### config.mk
export PLATFORM = sky130hd
export DESIGN_NAME = rr_bus_arbiter
export DESIGN_NICKNAME = d
export VERILOG_FILES = /design/src/rtl/rr_bus_arbiter_pkg.sv /design/src/rtl/rr_bus_arbiter_picker.sv /design/src/rtl/rr_bus_arbiter.sv
export SDC_FILE = /design/constraint.sdc
export NUM_CORES = 1
export LEC_CHECK = 0
export ABC_CLOCK_PERIOD_IN_PS = 1700
export CORE_MARGIN = 1
export CORE_UTILIZATION = 29
export CTS_CLUSTER_SIZE = 20
export DETAILED_ROUTE_END_ITERATION = 7
export GPL_TIMING_DRIVEN = 1
export PLACE_DENSITY = 0.83
export SETUP_SLACK_MARGIN = 0.4
export SKIP_LAST_GASP = 1
export SLEW_MARGIN = 10
export SYNTH_ARGS = -nofsm -noshare
export SYNTH_HDL_FRONTEND = slang
export SYNTH_SLANG_ARGS = --single-unit
### constraint.sdc
create_clock -name clk -period 1.7 [get_ports clk]
set_input_delay 0.34 -clock clk [delete_from_list [all_inputs] [get_ports clk]]
set_output_delay 0.34 -clock clk [all_outputs]
set_load 0.01 [all_outputs]
### src/rtl/rr_bus_arbiter_pkg.sv
// Shared definitions for the gpiomem bus arbiter: default widths, rw encoding
// and the arbiter state type.
package bus_pkg;

    localparam int ADDR_W_DEF = 9;
    localparam int DATA_W_DEF = 8;

    localparam logic RW_READ  = 1'b0;
    localparam logic RW_WRITE = 1'b1;

    typedef enum logic [0:0] {
        IDLE  = 1'b0,
        GRANT = 1'b1
    } arb_state_t;

    // Index width that stays legal (>=1) even for a single requester.
    function automatic int idx_width(input int n);
        return (n > 1) ? $clog2(n) : 1;
    endfunction

endpackage

### src/rtl/rr_bus_arbiter_picker.sv
// Rotating-priority selector: finds the first asserted request at or above
// rr_ptr, wrapping back to index 0.
module rr_picker #(
    parameter int NUM_CORES = 2,
    parameter int IDX_W     = 1
) (
    input  logic [NUM_CORES-1:0] req,
    input  logic [IDX_W-1:0]     rr_ptr,
    output logic [NUM_CORES-1:0] onehot,
    output logic [IDX_W-1:0]     idx,
    output logic                 valid
);

    always_comb begin
        int j;
        j      = 0;
        onehot = '0;
        idx    = '0;
        valid  = 1'b0;
        for (int k = 0; k < NUM_CORES; k++) begin
            j = int'(rr_ptr) + k;
            if (j >= NUM_CORES) begin
                j = j - NUM_CORES;
            end
            if (!valid && req[j]) begin
                valid     = 1'b1;
                idx       = IDX_W'(j);
                onehot[j] = 1'b1;
            end
        end
    end

endmodule

### src/rtl/rr_bus_arbiter.sv
// Round-robin arbiter sharing the single gpiomem port between NUM_CORES cores,
// with a bounded hold time when another core is waiting.
module rr_bus_arbiter
    import bus_pkg::*;
#(
    parameter int NUM_CORES = 2,
    parameter int ADDR_W    = ADDR_W_DEF,
    parameter int DATA_W    = DATA_W_DEF,
    parameter int MAX_HOLD  = 16
) (
    input  logic                             clk,
    input  logic                             reset,
    input  logic [NUM_CORES-1:0]             req,
    output logic [NUM_CORES-1:0]             grant,
    input  logic [NUM_CORES*ADDR_W-1:0]      core_addr,
    input  logic [NUM_CORES-1:0]             core_rw,
    input  logic [NUM_CORES*DATA_W-1:0]      core_wdata,
    output logic [DATA_W-1:0]                core_rdata,
    output logic [ADDR_W-1:0]                mem_address,
    output logic [DATA_W-1:0]                mem_data_in,
    input  logic [DATA_W-1:0]                mem_data_out,
    output logic                             mem_rw,
    output logic                             busy,
    output logic [idx_width(NUM_CORES)-1:0]  owner_id,
    output logic                             timeout
);

    localparam int IDX_W    = idx_width(NUM_CORES);
    localparam int HOLD_W   = (MAX_HOLD > 0) ? $clog2(MAX_HOLD + 1) : 1;
    localparam int HOLD_LIM = (MAX_HOLD > 0) ? MAX_HOLD - 1 : 0;

    arb_state_t           state;
    logic [IDX_W-1:0]     rr_ptr;
    logic [HOLD_W-1:0]    hold_cnt;

    logic [NUM_CORES-1:0] pick_onehot;
    logic [IDX_W-1:0]     pick_idx;
    logic                 pick_valid;
    logic                 owner_req;
    logic                 others_waiting;
    logic                 hold_expired;
    logic                 force_release;

    function automatic logic [HOLD_W-1:0] sat_inc(input logic [HOLD_W-1:0] v);
        if (v >= HOLD_W'(MAX_HOLD)) begin
            return HOLD_W'(MAX_HOLD);
        end
        return v + 1'b1;
    endfunction

    function automatic logic [IDX_W-1:0] next_ptr(input logic [IDX_W-1:0] cur);
        if (int'(cur) >= NUM_CORES - 1) begin
            return '0;
        end
        return cur + 1'b1;
    endfunction

    rr_picker #(
        .NUM_CORES (NUM_CORES),
        .IDX_W     (IDX_W)
    ) u_picker (
        .req    (req),
        .rr_ptr (rr_ptr),
        .onehot (pick_onehot),
        .idx    (pick_idx),
        .valid  (pick_valid)
    );

    assign owner_req      = req[owner_id];
    assign others_waiting = |(req & ~grant);
    // ">=" rather than "==" so a counter that saturated during an uncontended
    // hold still releases as soon as someone else starts waiting.
    assign hold_expired   = (MAX_HOLD != 0) && (hold_cnt >= HOLD_W'(HOLD_LIM));
    assign force_release  = owner_req && hold_expired && others_waiting;

    always_ff @(posedge clk) begin
        if (reset) begin
            state    <= IDLE;
            grant    <= '0;
            owner_id <= '0;
            rr_ptr   <= '0;
            hold_cnt <= '0;
            timeout  <= 1'b0;
        end else begin
            timeout <= 1'b0;
            case (state)
                IDLE: begin
                    if (pick_valid) begin
                        state    <= GRANT;
                        grant    <= pick_onehot;
                        owner_id <= pick_idx;
                        hold_cnt <= '0;
                    end
                end
                GRANT: begin
                    if (!owner_req || force_release) begin
                        state    <= IDLE;
                        grant    <= '0;
                        rr_ptr   <= next_ptr(owner_id);
                        hold_cnt <= '0;
                        timeout  <= force_release;
                    end else begin
                        hold_cnt <= sat_inc(hold_cnt);
                    end
                end
                default: begin
                    state <= IDLE;
                    grant <= '0;
                end
            endcase
        end
    end

    // Memory port follows the registered owner; idle bus drives zeros as a read.
    always_comb begin
        mem_address = '0;
        mem_data_in = '0;
        mem_rw      = RW_READ;
        if (state == GRANT) begin
            mem_address = core_addr[int'(owner_id)*ADDR_W +: ADDR_W];
            mem_data_in = core_wdata[int'(owner_id)*DATA_W +: DATA_W];
            mem_rw      = core_rw[owner_id];
        end
    end

    assign busy       = |grant;
    assign core_rdata = mem_data_out;

endmodule

==> qor.yml <==
status:
  outcome: "finished with violations"
  violations_in_the_final_reports: "setup timing"
floorplanning:
  rows: 20
  die_w_um: 58.5
  design.portCount: 79
  dieArea_um2: 3420
  die_h_um: 58.5
  initial_standard_cell_utilization_of_the_core_pct: 30.5
  design.core.area_um2: 3030
logic_synthesis:
  yosys.cell_types.count: 33
  synth.ff_latch_count: 11
  yosysSeqAreaShare_pct: 23.8
  synth_cells: 117
  synth_nets: 168
  synth-async-reset-ratio_pct: 0
  synthesized_area_divided_by_synthesized_cell_count_um2: 7.90
  synth.cell_area_um2: 925
  synth.top_cell.area_share_pct: 23.8
  yosysWarningCount: 0
  most_used_dff_post_synth: "dfxtp_1"
  synth_enable_flop_cells: 0
  synthDominantAreaCellType: "dfxtp_1"
  synth_top_area_cells: "dfxtp_1 (24%), mux2i_1 (19%), nor2_1 (9.3%)"
worst_setup_path:
  critical_path.endpoint_type: "register"
  cp_data_arrival_time_ps: 1880
  worst_r2r_path_depth: 10
  critical_path.startpoint: "hold_cnt[0]"
  worstPathRequired_ps: 1850
  critical_path.max_fanout: 3
  path_type_of_the_worst_setup_path: "reg2reg"
  timing.rr.start: "hold_cnt[0]"
  reg2reg_setup_slack_ps: -30
  worstSetupStartpointType: "register"
  rr_endpoint: "rr_ptr"
detailed_routing:
  detail_route.iter0.violations: 43
  drt-vias-per-instance: 4.87
  wl_per_cell_um: 13.2
  detailedRoute.firstPassIterationCount: 4
  drtAntennaViolNets: 0
  route.detailed.drc: 0
  wirelength_mm: 3.13
  vias: 1149
finish:
  area_growth_syn_to_fin_pct: 99.6
  design.final.nets: 244
  antenna_cells_inserted: 0
  final-instance-count-excl-fill: 236
  layout-drive-gt1-share_pct: 33.3
  finish.utilization_pct: 61.0
power:
  leakage_nw: 0.772
  power.clock.fraction_pct: 20.6
  peakVddDrop_uv: 217
  internal_power_mw: 0.617
  pwr-share-comb_pct: 47.8
  power.share.sequential_pct: 31.6
  powerDensity_nw_per_um2: 490
  power.share.switching_pct: 31.8
  net-switching-power_mw: 0.288
timing:
  setup_total_negative_slack_ps: -42.1
  final.hold.worst_slack_ps: 517
  rsz_0062_raised_after_global_routing: "yes"
  setup_violations: 2
  finClkSkew_ps: 4.74
  worst_slack_ps: -27.4
  relSlewSlack_pct: 70.8
  slew_violations: 0
  worst-slew-pin-transition_ps: 437
  fmaxAchievable_ghz: 0.579
  post-route-min-period_ps: 1730
  hold_viol: 0
  timing.final.crit_share_pct: 102
place:
  routabilityCongestion: 0.793
  dp_hpwl_mm: 2.28
  place.detailed.instances: 222
  port_buffers: 62
  dpl_worst_slack_ps: -349
grt:
  gr-usage-all-layers_pct: 18.9
  grt_remaining_overflow: 0
  antenna_found_initial: 0
  first_global_vias: 1097
  grt_first_pass_wirelength_mm: 4.90
  maximum_number_of_pins_on_one_net_before_global_route_repair: 19
worst_hold_path:
  hold_path_depth: 2
  min_path_type: "reg2reg"
  min_to: "grant[1]"
  worstHoldStart: "grant[1]"
clock_tree:
  cts-buffers-inserted: 3
  clock_insertion_delay_worst_skew_ps: 280
  clkTransAtPathRegs_ps: 70
  cts-root-to-sink-buffers: 2
  clk_root_buf: "clkbuf_4"
  clock_tree.htree_level_count: 1
  cts.sink_count: 11
  tritoncts: "yes"
run:
  cap_viol_max_count: 0
-- cells in the final DEF, fill, tap and decap left out, drive strengths merged, types with 2 or more instances in the layout --
master	instances
mux2i	18
o22ai	2
nand2	7
dfxtp	11
and3	2
a31oi	2
dlygate4sd2	11
nand2b	2
nor2	23
a211oi	2
clkdlybuf4s50	37
ha	3
clkbuf	15
clkdlybuf4s15	2
nand3	5
inv	6
nor3	2
buf	23
a21oi	3
nand3b	3
-- flip-flops by register name, summed over array words and instances, names as in the netlist --
register  flops
grant         2
hold_cnt      5
owner_id      1
rr_ptr        1
state         1
timeout       1
-- cell usage after synthesis (2+ instances only) --
| library cell | number |
|---|---|
| nor3_1 | 2 |
| inv_1 | 6 |
| buf_4 | 8 |
| ha_1 | 3 |
| a31oi_1 | 2 |
| mux2i_1 | 18 |
| nand2b_1 | 2 |
| nand3b_1 | 3 |
| a211oi_2 | 2 |
| clkbuf_1 | 3 |
| o22ai_1 | 2 |
| buf_2 | 2 |
| nand3_1 | 4 |
| nor2_1 | 23 |
| dfxtp_1 | 11 |
| a21oi_1 | 3 |
| nand2_1 | 7 |
-- cells by family after synthesis --
kind of cell | Yosys count | share of synthesized area, %
compound gates | 17 | 14.5
fa+ha+maj | 3 | 4.06
mux | 19 | 21.1
buf+inv | 20 | 12.4
simple gates | 47 | 24.1
flops | 11 | 23.8
-- worst max-delay path by stage --
| stage | to | slack [ps] | cells after the start |
|---|---|---|---|
| 4_1_cts | hold_cnt[3] | -40 | 8 |
| 6_report | rr_ptr | -30 | 10 |
| 5_1_grt | hold_cnt[2] | -90 | 8 |
| 2_1_floorplan | hold_cnt[2] | 60 | 8 |
| 3_5_place_dp | hold_cnt[2] | -350 | 6 |
| 3_3_place_gp | rr_ptr | -250 | 6 |
-- power by group through the flow --
stage / combinational, mW / sequential (mW) / clock [mW]
finish: 0.432 / 0.285 / 0.187
global route: 0.462 / 0.288 / 0.198
CTS: 0.412 / 0.284 / 0.187
detailed placement: 0.404 / 0.285 / 0
global placement: 0.390 / 0.285 / 0
floorplan: 0.189 / 0.289 / 0
-- layout make-up --
cell class	count	area (µm²)
repair buffers	85	805
multi-input cells	86	708
well taps	44	55.1
flip-flops and latches	11	229
inverters	6	22.5
clock buffers	4	26.3
fillers	247	1180
-- stage by stage --
stage / total power [mW] / cell area (µm²)
floorplan: 0.478 / 986
global placement: 0.674 / 1690
detailed placement: 0.690 / 1690
CTS: 0.884 / 1800
global route: 0.948 / 1850
finish: 0.904 / 1850
-- timing repair --
action,4_1_cts,5_1_grt
hold buffers,0,0
pin swaps,12,1
cloned,1,1
setup endpoints to repair,33,31
setup buffers,4,4
resized for setup,45,27
-- layer usage --
layer  track usage (%)  vias to the layer above  share of wire [%]
li1                  -                      553                  -
met1              21.9                      540                 39
met2              34.3                       47                 53
met3              2.42                        9                5.3
met4              8.84                        0                2.1
met5                 0                        -                  0
-- worst max-delay path: stages, from the launching register on --
cell and delay [ps]:
dfxtp_2 340, ha_4 150, and3_4 180, ha_4 150, nor2_4 100, nand3_4 90, buf_4 140, buf_6 110
and3_4 190, nor2_4 80, a211oi_2 50
Power figures use the tool's default switching activity.
